$ cat src/rtl/dmem_pkg.sv
// Shared encodings for the data-memory arbiter: access sizes, FSM states and
// a helper that turns a size code into a byte count.
package dmem_pkg;

    localparam logic [1:0] SZ_BYTE = 2'b00;
    localparam logic [1:0] SZ_HALF = 2'b01;
    localparam logic [1:0] SZ_WORD = 2'b10;

    typedef enum logic [1:0] {
        ST_IDLE   = 2'd0,
        ST_ACCESS = 2'd1,
        ST_RESP   = 2'd2
    } state_t;

    // Returns 0 for the illegal size code so callers can flag it separately.
    function automatic logic [2:0] size_bytes(input logic [1:0] size);
        case (size)
            SZ_BYTE: size_bytes = 3'd1;
            SZ_HALF: size_bytes = 3'd2;
            SZ_WORD: size_bytes = 3'd4;
            default: size_bytes = 3'd0;
        endcase
    endfunction

endpackage

$ cat src/rtl/dmem_arbiter.sv
// Round-robin two-port front end for the single-port data_memory: one request,
// one access, one registered response. Define DMEM_ARB_ALIGN_CHECK_EN to reject misaligned accesses.
module dmem_arbiter
    import dmem_pkg::*;
#(
    parameter int ADDR_W    = 32,
    parameter int DATA_W    = 32,
    parameter int MEM_BYTES = 1024
) (
    input  logic              clk,
    input  logic              reset,
    input  logic              req0_valid,
    output logic              req0_ready,
    input  logic [ADDR_W-1:0] req0_addr,
    input  logic [DATA_W-1:0] req0_wdata,
    input  logic              req0_write,
    input  logic [1:0]        req0_size,
    input  logic              req0_unsigned,
    input  logic              req1_valid,
    output logic              req1_ready,
    input  logic [ADDR_W-1:0] req1_addr,
    input  logic [DATA_W-1:0] req1_wdata,
    input  logic              req1_write,
    input  logic [1:0]        req1_size,
    input  logic              req1_unsigned,
    output logic              rsp0_valid,
    output logic [DATA_W-1:0] rsp0_rdata,
    output logic              rsp0_err,
    output logic              rsp1_valid,
    output logic [DATA_W-1:0] rsp1_rdata,
    output logic              rsp1_err,
    output logic [ADDR_W-1:0] mem_address,
    output logic [DATA_W-1:0] mem_write_data,
    output logic              mem_read,
    output logic              mem_write,
    output logic [1:0]        mem_size,
    output logic              mem_unsigned_load,
    input  logic [DATA_W-1:0] mem_read_data
);

    localparam logic [ADDR_W:0] MEM_LIMIT = (ADDR_W + 1)'(MEM_BYTES);

    state_t            state_reg;
    logic              last_grant_reg;
    logic              port_reg;
    logic [ADDR_W-1:0] addr_reg;
    logic [DATA_W-1:0] wdata_reg;
    logic              write_reg;
    logic [1:0]        size_reg;
    logic              unsigned_reg;
    logic [1:0]        rsp_valid_reg;
    logic [1:0]        err_reg;
    logic [DATA_W-1:0] rdata_reg [2];

    logic              grant;
    logic              accept;
    logic [ADDR_W-1:0] sel_addr;
    logic [DATA_W-1:0] sel_wdata;
    logic              sel_write;
    logic [1:0]        sel_size;
    logic              sel_unsigned;
    logic [ADDR_W:0]   end_addr;
    logic              range_err;
    logic              size_err;
    logic              align_err;
    logic              req_bad;
    logic              in_access;

    // Contention goes to the port that did not win last time.
    always_comb begin
        grant = 1'b0;
        if (req0_valid && req1_valid) begin
            grant = ~last_grant_reg;
        end else if (req1_valid) begin
            grant = 1'b1;
        end
    end

    assign accept     = (state_reg == ST_IDLE) && (req0_valid || req1_valid);
    assign req0_ready = reset && (state_reg == ST_IDLE) && req0_valid && !grant;
    assign req1_ready = reset && (state_reg == ST_IDLE) && req1_valid && grant;

    assign sel_addr     = grant ? req1_addr     : req0_addr;
    assign sel_wdata    = grant ? req1_wdata    : req0_wdata;
    assign sel_write    = grant ? req1_write    : req0_write;
    assign sel_size     = grant ? req1_size     : req0_size;
    assign sel_unsigned = grant ? req1_unsigned : req0_unsigned;

    // One extra bit keeps addresses near the top of the space from wrapping.
    assign end_addr  = {1'b0, sel_addr} + {{(ADDR_W - 2){1'b0}}, size_bytes(sel_size)};
    assign range_err = end_addr > MEM_LIMIT;
    assign size_err  = (sel_size == 2'b11);

`ifdef DMEM_ARB_ALIGN_CHECK_EN
    assign align_err = ((sel_size == SZ_HALF) && sel_addr[0]) ||
                       ((sel_size == SZ_WORD) && (sel_addr[1:0] != 2'b00));
`else
    assign align_err = 1'b0;
`endif

    assign req_bad = range_err || size_err || align_err;

    always_ff @(posedge clk or negedge reset) begin
        if (!reset) begin
            state_reg      <= ST_IDLE;
            last_grant_reg <= 1'b1;
            port_reg       <= 1'b0;
            addr_reg       <= '0;
            wdata_reg      <= '0;
            write_reg      <= 1'b0;
            size_reg       <= SZ_BYTE;
            unsigned_reg   <= 1'b0;
            rsp_valid_reg  <= '0;
            err_reg        <= '0;
            rdata_reg[0]   <= '0;
            rdata_reg[1]   <= '0;
        end else begin
            rsp_valid_reg <= '0;
            case (state_reg)
                ST_IDLE: begin
                    if (accept) begin
                        port_reg       <= grant;
                        last_grant_reg <= grant;
                        addr_reg       <= sel_addr;
                        wdata_reg      <= sel_wdata;
                        write_reg      <= sel_write;
                        size_reg       <= sel_size;
                        unsigned_reg   <= sel_unsigned;
                        if (req_bad) begin
                            state_reg             <= ST_RESP;
                            rsp_valid_reg[grant]  <= 1'b1;
                            err_reg[grant]        <= 1'b1;
                            rdata_reg[grant]      <= '0;
                        end else begin
                            state_reg <= ST_ACCESS;
                        end
                    end
                end
                ST_ACCESS: begin
                    state_reg                <= ST_RESP;
                    rsp_valid_reg[port_reg]  <= 1'b1;
                    err_reg[port_reg]        <= 1'b0;
                    rdata_reg[port_reg]      <= write_reg ? '0 : mem_read_data;
                end
                ST_RESP: begin
                    state_reg <= ST_IDLE;
                end
                default: begin
                    state_reg <= ST_IDLE;
                end
            endcase
        end
    end

    assign rsp0_valid = rsp_valid_reg[0];
    assign rsp1_valid = rsp_valid_reg[1];
    assign rsp0_err   = err_reg[0];
    assign rsp1_err   = err_reg[1];
    assign rsp0_rdata = rdata_reg[0];
    assign rsp1_rdata = rdata_reg[1];

    // Decoded from the async-reset state so mem_write falls the moment reset asserts.
    assign in_access         = (state_reg == ST_ACCESS);
    assign mem_read          = in_access && !write_reg;
    assign mem_write         = in_access && write_reg;
    assign mem_address       = in_access ? addr_reg  : '0;
    assign mem_write_data    = in_access ? wdata_reg : '0;
    assign mem_size          = in_access ? size_reg  : SZ_BYTE;
    assign mem_unsigned_load = in_access && unsigned_reg;

endmodule

$ cat config.mk
export PLATFORM = sky130hd
export DESIGN_NAME = dmem_arbiter
export DESIGN_NICKNAME = d
export VERILOG_FILES = /design/src/rtl/dmem_pkg.sv /design/src/rtl/dmem_arbiter.sv
export SDC_FILE = /design/constraint.sdc
export NUM_CORES = 1
export LEC_CHECK = 0
export BUFFER_PORTS_ARGS = -buffer_cell sky130_fd_sc_hd__buf_2
export CORE_MARGIN = 2
export CORE_UTILIZATION = 45
export DETAILED_ROUTE_END_ITERATION = 6
export PLACE_DENSITY = 0.73
export SLEW_MARGIN = 10
export SYNTH_ARGS = -nofsm -noshare
export SYNTH_HDL_FRONTEND = slang
export SYNTH_SLANG_ARGS = --single-unit
$ cat constraint.sdc
create_clock -name clk -period 14.97 [get_ports clk]
set_clock_uncertainty 0.2 [all_clocks]
set_input_delay 0.7485 -clock clk [delete_from_list [all_inputs] [get_ports clk]]
set_output_delay 0.7485 -clock clk [all_outputs]
set_load 0.03 [all_outputs]
==> metrics, run 1 <==
status=complete, but fails checks; failing checks=hold timing; DRT Wirelength=25.10 mm; CORE AREA=17360 um2; Layout Cells excl Fill=1447; Synth cell types=63; Max-Cap Viols=0; Routed Antenna Nets=0; Worst R2R Setup Slack=9.41 ns; number of global-route vias before repair=7430; arrival time at the worst endpoint=5.74 ns; TritonCTS clock tree=done; fin crit period=5.617 ns; via count=8102; Resize count post-CTS=0; cell breakdown of the critical path=buf_2, a21bo_2, buf_4, or3_1, o31ai_1, ha_1, fa_1, a21oi_1, or4_1, a22oi_1, and2_1, a31oi_1, nor4_1, nand3_2, a21oi_1; fin crit share=0.3752; GPL Wtd Cong=0.9417; wire per inst=17.34 um; layout cells sized above 1=0.3047; Top Layer Used=met4; Initial DRC Count=527; Slew HR=0.2243; Avg Cell Area, Syn=8.548 um2; PortBufs=310; DP HPWL=18.02 mm; die height=137.3 um; initial antenna violation count=1; Synth Register Bits=140; register area=3506 um2; cells after synthesis=935; CTS H-tree depth=4; io pins=311; DRC Markers=0; Final setup viols=0; DIE AREA=18840 um2; CTS max path bufs=2; Die Wd=137.3 um; critical path type=in2reg; Rows=48; Mapped Nets=1111; clock root buffer=clkbuf_16; CTS sink cnt=140; RSZ-0062 raised after global routing=false; CTS Buf Count=17; Placed Area=9683 um2; Peak VDD IR=0.00009258 V; Layout Nets=1384; Final Hold Fails=1; total power per unit cell area=102.4 nW/um2; 1st-pass router iterations=4; footprint of the multi-input gates=4233 um2; top-area cell type share of the netlist area=0.4352; Inst Count DP=1414; most frequent cell after synthesis=nand2_1; M1 wire length=10.99 mm; final worst slack=9.353 ns; Cell Area, Synth=7993 um2; synth top area cells=dfrtp_1 (44%), nand2_1 (7.1%), a21oi_1 (6.5%), nor3b_1 (6.0%), and2_1 (5.8%); Leak=5.173 nW; postcts setup bufs=0; Setup WS pre-CTS=9.031 ns; routed vias/inst=5.599; Fillers=1573; CP endpoint kind=flop; met3 WL post-DR=1.960 mm; total global-route track usage=0.2612; Top FF cell, synth=dfrtp_1; Crit path required time=15.09 ns; cell mode on critical path=a21oi_1; Design Area, Final=10280 um2; first-pass GRT wire length=38.68 mm; clock latency on the worst-skew pair=0.42 ns; Max Freq=0.1780 GHz; Initial Utilization=0.4605; crit-path max FO=58; met2 routed WL=11.71 mm; GRT overflow=0; CP peak stage delay=0.78 ns; Final Max Slew Viols=0; hold-fix buffers at CTS=0; Crit-path slowest cell=nor4_1; Area growth, synth to finish=28.62%; Min Hold Slack=-0.001543 ns; Synth Warn #=0; sequential share of the synthesized area=0.4385; crit start category=input port; Reg clk slew, reported paths=0.06 ns; Synth async-reset ratio=1.000; Tightest Hold Check Type=in2async; Post-synth EDFFs=0; worst slew pin tran=1.159 ns; total negative slack=0 ns; Post-synth top cells=nand2_1 (152), dfrtp_1 (139), a21oi_1 (104), and2_1 (74), nor3b_1 (64); Synth area leader=dfrtp_1; largest net degree at the start of global routing=73
through the flow:
step	power, mW	util
after floorplan	0.5553	-
after global placement	0.6267	0.5579
after detailed placement	0.6313	0.5579
after CTS	1.059	0.5921
after global routing	1.103	0.5923
final	1.053	0.5923
cell type report:
cell class	count	area share
Multi-Input combinational cell	722	0.4118
Sequential cell	140	0.3410
Timing Repair Buffer	321	0.1596
Clock buffer	21	0.04479
Tap cell	225	0.02739
Clock inverter	11	0.01302
Inverter	6	0.002191
Antenna cell	1	0.0002434
cell families after synthesis:
family                   synth area share
adder cells (fa/ha/maj)          0.007202
AND/OR/NAND/NOR                    0.2929
AO/OA/AOI/OAI                      0.1725
flip-flops                         0.4385
buffers and inverters             0.03898
multiplexers                      0.03460
XOR/XNOR                          0.01534
where the power goes:
part	internal [mW]	switching [mW]	leakage, nW
sequential	0.421	0.0239	1.80
clock	0.256	0.171	0.277
combinational	0.0653	0.115	3.10
per-layer routing:
layer	GRT usage	up-vias
li1	-	3857
met1	0.3592	3861
met2	0.4135	349
met3	0.05077	35
met4	0.08935	0
met5	0	-
placed cells by master (no fill, tap or decap), drive strengths merged, types with 6 or more instances in the layout:
| master | count |
|---|---|
| a21oi | 104 |
| a22oi | 36 |
| a31oi | 21 |
| and2 | 75 |
| and3 | 10 |
| buf | 321 |
| clkbuf | 21 |
| dfrtp | 139 |
| inv | 9 |
| mux2i | 22 |
| nand2 | 152 |
| nand2b | 6 |
| nand3 | 19 |
| nand4 | 18 |
| nor2 | 61 |
| nor3 | 19 |
| nor3b | 64 |
| o21ai | 33 |
| or3 | 8 |
| xnor2 | 8 |
| xor2 | 6 |
critical path: cells and delay by family:
kind,cells,cell delay (ns)
AOI/OAI and AO/OA,6,1.33
adders and majority gates,2,0.48
buffers and inverters,2,0.43
and+or+nand+nor,5,2.70
path summary, 6_finish.rpt:
path	from	end	depth (start not counted)
worst max-delay path	req1_valid	rsp1_rdata[31]$_DFFE_PN0P_	15
worst min-delay path	reset	rsp0_rdata[21]$_DFFE_PN0P_	1
worst max register to register	last_grant_reg$_DFFE_PN1P_	rsp1_rdata[31]$_DFFE_PN0P_	14
worst min register to register	wdata_reg[5]$_DFFE_PN0P_	wdata_reg[5]$_DFFE_PN0P_	2
max in group asynchronous	reset	write_reg$_DFFE_PN0P_	3
min in group clk	wdata_reg[5]$_DFFE_PN0P_	wdata_reg[5]$_DFFE_PN0P_	2
Note: power is estimated with default switching activity, not from simulation.
==> run 2: changes to the inputs <==
==> constraint.sdc (replaced) <==
create_clock -name clk -period 5.7 [get_ports clk]
set_clock_uncertainty 0.2 [all_clocks]
set_input_delay 0.285 -clock clk [delete_from_list [all_inputs] [get_ports clk]]
set_output_delay 0.285 -clock clk [all_outputs]
set_load 0.03 [all_outputs]
==> run 2 against run 1 <==
Compared with the run above:
- the run now ends clean
- clock power grew to 2.6 times the previous value
- worst hold slack better by 0.042 ns
- non-clock buffer count is 100 higher
- highest routed layer is now met5
- die area stayed put
- cell area is 9.7% higher
- core utilization is 5.8 points higher
- sequential share of layout area is 3.0 points lower
- register-to-register slack worse by 8.8 ns
==> metrics, run 2 (synthesis results as in run 1) <==
status=completed; CP endpoint kind=flop; Crit-path slowest cell=nor4_1; Layout Nets=1484; Fillers=1417; hold-fix buffers at CTS=101; Layout Cells excl Fill=1546; commonest cells after routing, fill and taps aside=buf_2 (309), nand2_1 (151), dfrtp_1 (138); TritonCTS clock tree=done; fin crit period=5.102 ns; DIE AREA=18840 um2; CTS Buf Count=17; Peak VDD IR=0.0002057 V; CTS H-tree depth=4; R2R Path End=rsp1_rdata[31]$_DFFE_PN0P_; Inst Count DP=1413; total negative slack=0 ns; cell mode on critical path=a21oi_1; fin crit share=0.8951; R2R depth=13; layout cells sized above 1=0.2805; number of global-route vias before repair=7911; Worst R2R Setup Slack=0.60 ns; total global-route track usage=0.2732; total power per unit cell area=255.3 nW/um2; GPL Wtd Cong=0.9414; Reg clk slew, reported paths=0.06 ns; die height=137.3 um; GRT overflow=0; Crit path required time=5.82 ns; Critical Path Source=last_grant_reg$_DFFE_PN1P_; postcts setup bufs=0; commonest non-fill, non-tap cell in the layout=buf_2; wire per inst=17.24 um; first-pass GRT wire length=40.53 mm; routed vias/inst=5.538; CORE AREA=17360 um2; Final Max Slew Viols=0; Routed Antenna Nets=0; critical path type=reg2reg; DP HPWL=17.74 mm; critical path depth=13; CTS sink cnt=140; initial antenna violation count=3; Buf+Inv Stages, Crit Path=0; CP endpoint=rsp1_rdata[31]$_DFFE_PN0P_; arrival time at the worst endpoint=5.22 ns; crit-path max FO=33; PortBufs=310; Area growth, synth to finish=41.14%; Leak=5.540 nW; crit start category=flop; Max Freq=0.1960 GHz; clock latency on the worst-skew pair=0.41 ns; RSZ-0062 raised after global routing=false; worst slew pin tran=1.112 ns; largest net degree at the start of global routing=89; Tightest Hold Check Type=in2reg; 1st-pass router iterations=5; CTS max path bufs=2; io pins=311; via count=8562; Rows=48; Initial Utilization=0.4605; DRT Wirelength=26.65 mm; Initial DRC Count=505; cell breakdown of the critical path=a21bo_2, or3_1, o31ai_1, ha_1, fa_1, a21oi_1, or4_1, a22oi_1, and2_1, a31oi_1, nor4_1, nand3_2, a21oi_1; Max-Cap Viols=0; Die Wd=137.3 um; DRC Markers=0; Crit path max-delay family=simple AND/OR/NAND/NOR gates; worst reg2reg startpoint=last_grant_reg$_DFFE_PN1P_; Final Hold Fails=0; clock root buffer=clkbuf_16; Resize count post-CTS=0; CP peak stage delay=0.73 ns; Slew HR=0.2562; Final setup viols=0
==> run 2: cell count changes in the layout (fill, tap and decap cells not counted), sizes merged <==
cell,before,now
clkinv,2,6
dlygate4sd3,0,101
clkinvlp,4,2
bufinv,2,3
diode,1,2
buf,321,320
clkbuf,21,19
inv,9,6
==> run 2: final cells by class <==
cell class | instances | area (um2) | share of cell area
clock buffer | 19 | 442.9 | 0.03926
antenna | 2 | 5.005 | 0.0004437
clock inverter | 11 | 146.4 | 0.01298
multi-input combinational | 722 | 4233 | 0.3752
timing repair buffer | 421 | 2644 | 0.2344
inverter | 6 | 22.52 | 0.001996
tap | 225 | 281.5 | 0.02496
sequential | 140 | 3506 | 0.3108
==> run 2: tightest hold or removal path, cell delays in order <==
cell     delay [ns]
buf_2          0.13
a21oi_1        0.12
o21ai_0        0.08
==> run 2: report_power, final <==
group / leakage (nW) / total (mW) / internal [mW] / switching, mW
Sequential: 1.80 / 1.16 / 1.11 / 0.0579
Combinational: 3.46 / 0.592 / 0.259 / 0.334
Clock: 0.285 / 1.12 / 0.695 / 0.430
Total: 5.54 / 2.88 / 2.06 / 0.821
==> run 2: through the flow <==
| stage | power (mW) | utilization | area, um2 | hold slack [ns] | setup WS, ns |
|---|---|---|---|---|---|
| floorplan | 1.458 | - | 7993 | -0.2106 | 0.8460 |
| CTS | 2.879 | 0.6497 | 11280 | 0.02236 | 0.6491 |
| finish | 2.880 | 0.6499 | 11280 | 0.04028 | 0.5981 |
| global route | 3.008 | 0.6498 | 11280 | 0.04632 | 0.3408 |
| global placement | 1.643 | 0.5575 | 9676 | 0.2071 | 0.8099 |
| detailed placement | 1.657 | 0.5575 | 9676 | 0.2162 | 0.5932 |
==> run 2: how the worst min path moves through the flow <==
stage,to,slack (ns),from,depth (start not counted)
global route,addr_reg[12]$_DFFE_PN0P_,0.05,req1_addr[12],3
global placement,rsp0_rdata[17]$_DFFE_PN0P_,0.21,reset,1
floorplan,addr_reg[0]$_DFFE_PN0P_,-0.21,reset,0
finish,addr_reg[12]$_DFFE_PN0P_,0.04,req1_addr[12],3
detailed placement,rsp0_rdata[17]$_DFFE_PN0P_,0.22,reset,1
CTS,addr_reg[12]$_DFFE_PN0P_,0.02,req1_addr[12],3
==> run 2: layer usage <==
metal | up-vias | share of wire | global-route usage
li1 | 4061 | - | -
met1 | 4044 | 0.41 | 0.3550
met2 | 399 | 0.48 | 0.4497
met3 | 56 | 0.079 | 0.05556
met4 | 2 | 0.025 | 0.1042
met5 | - | 0.00049 | 0
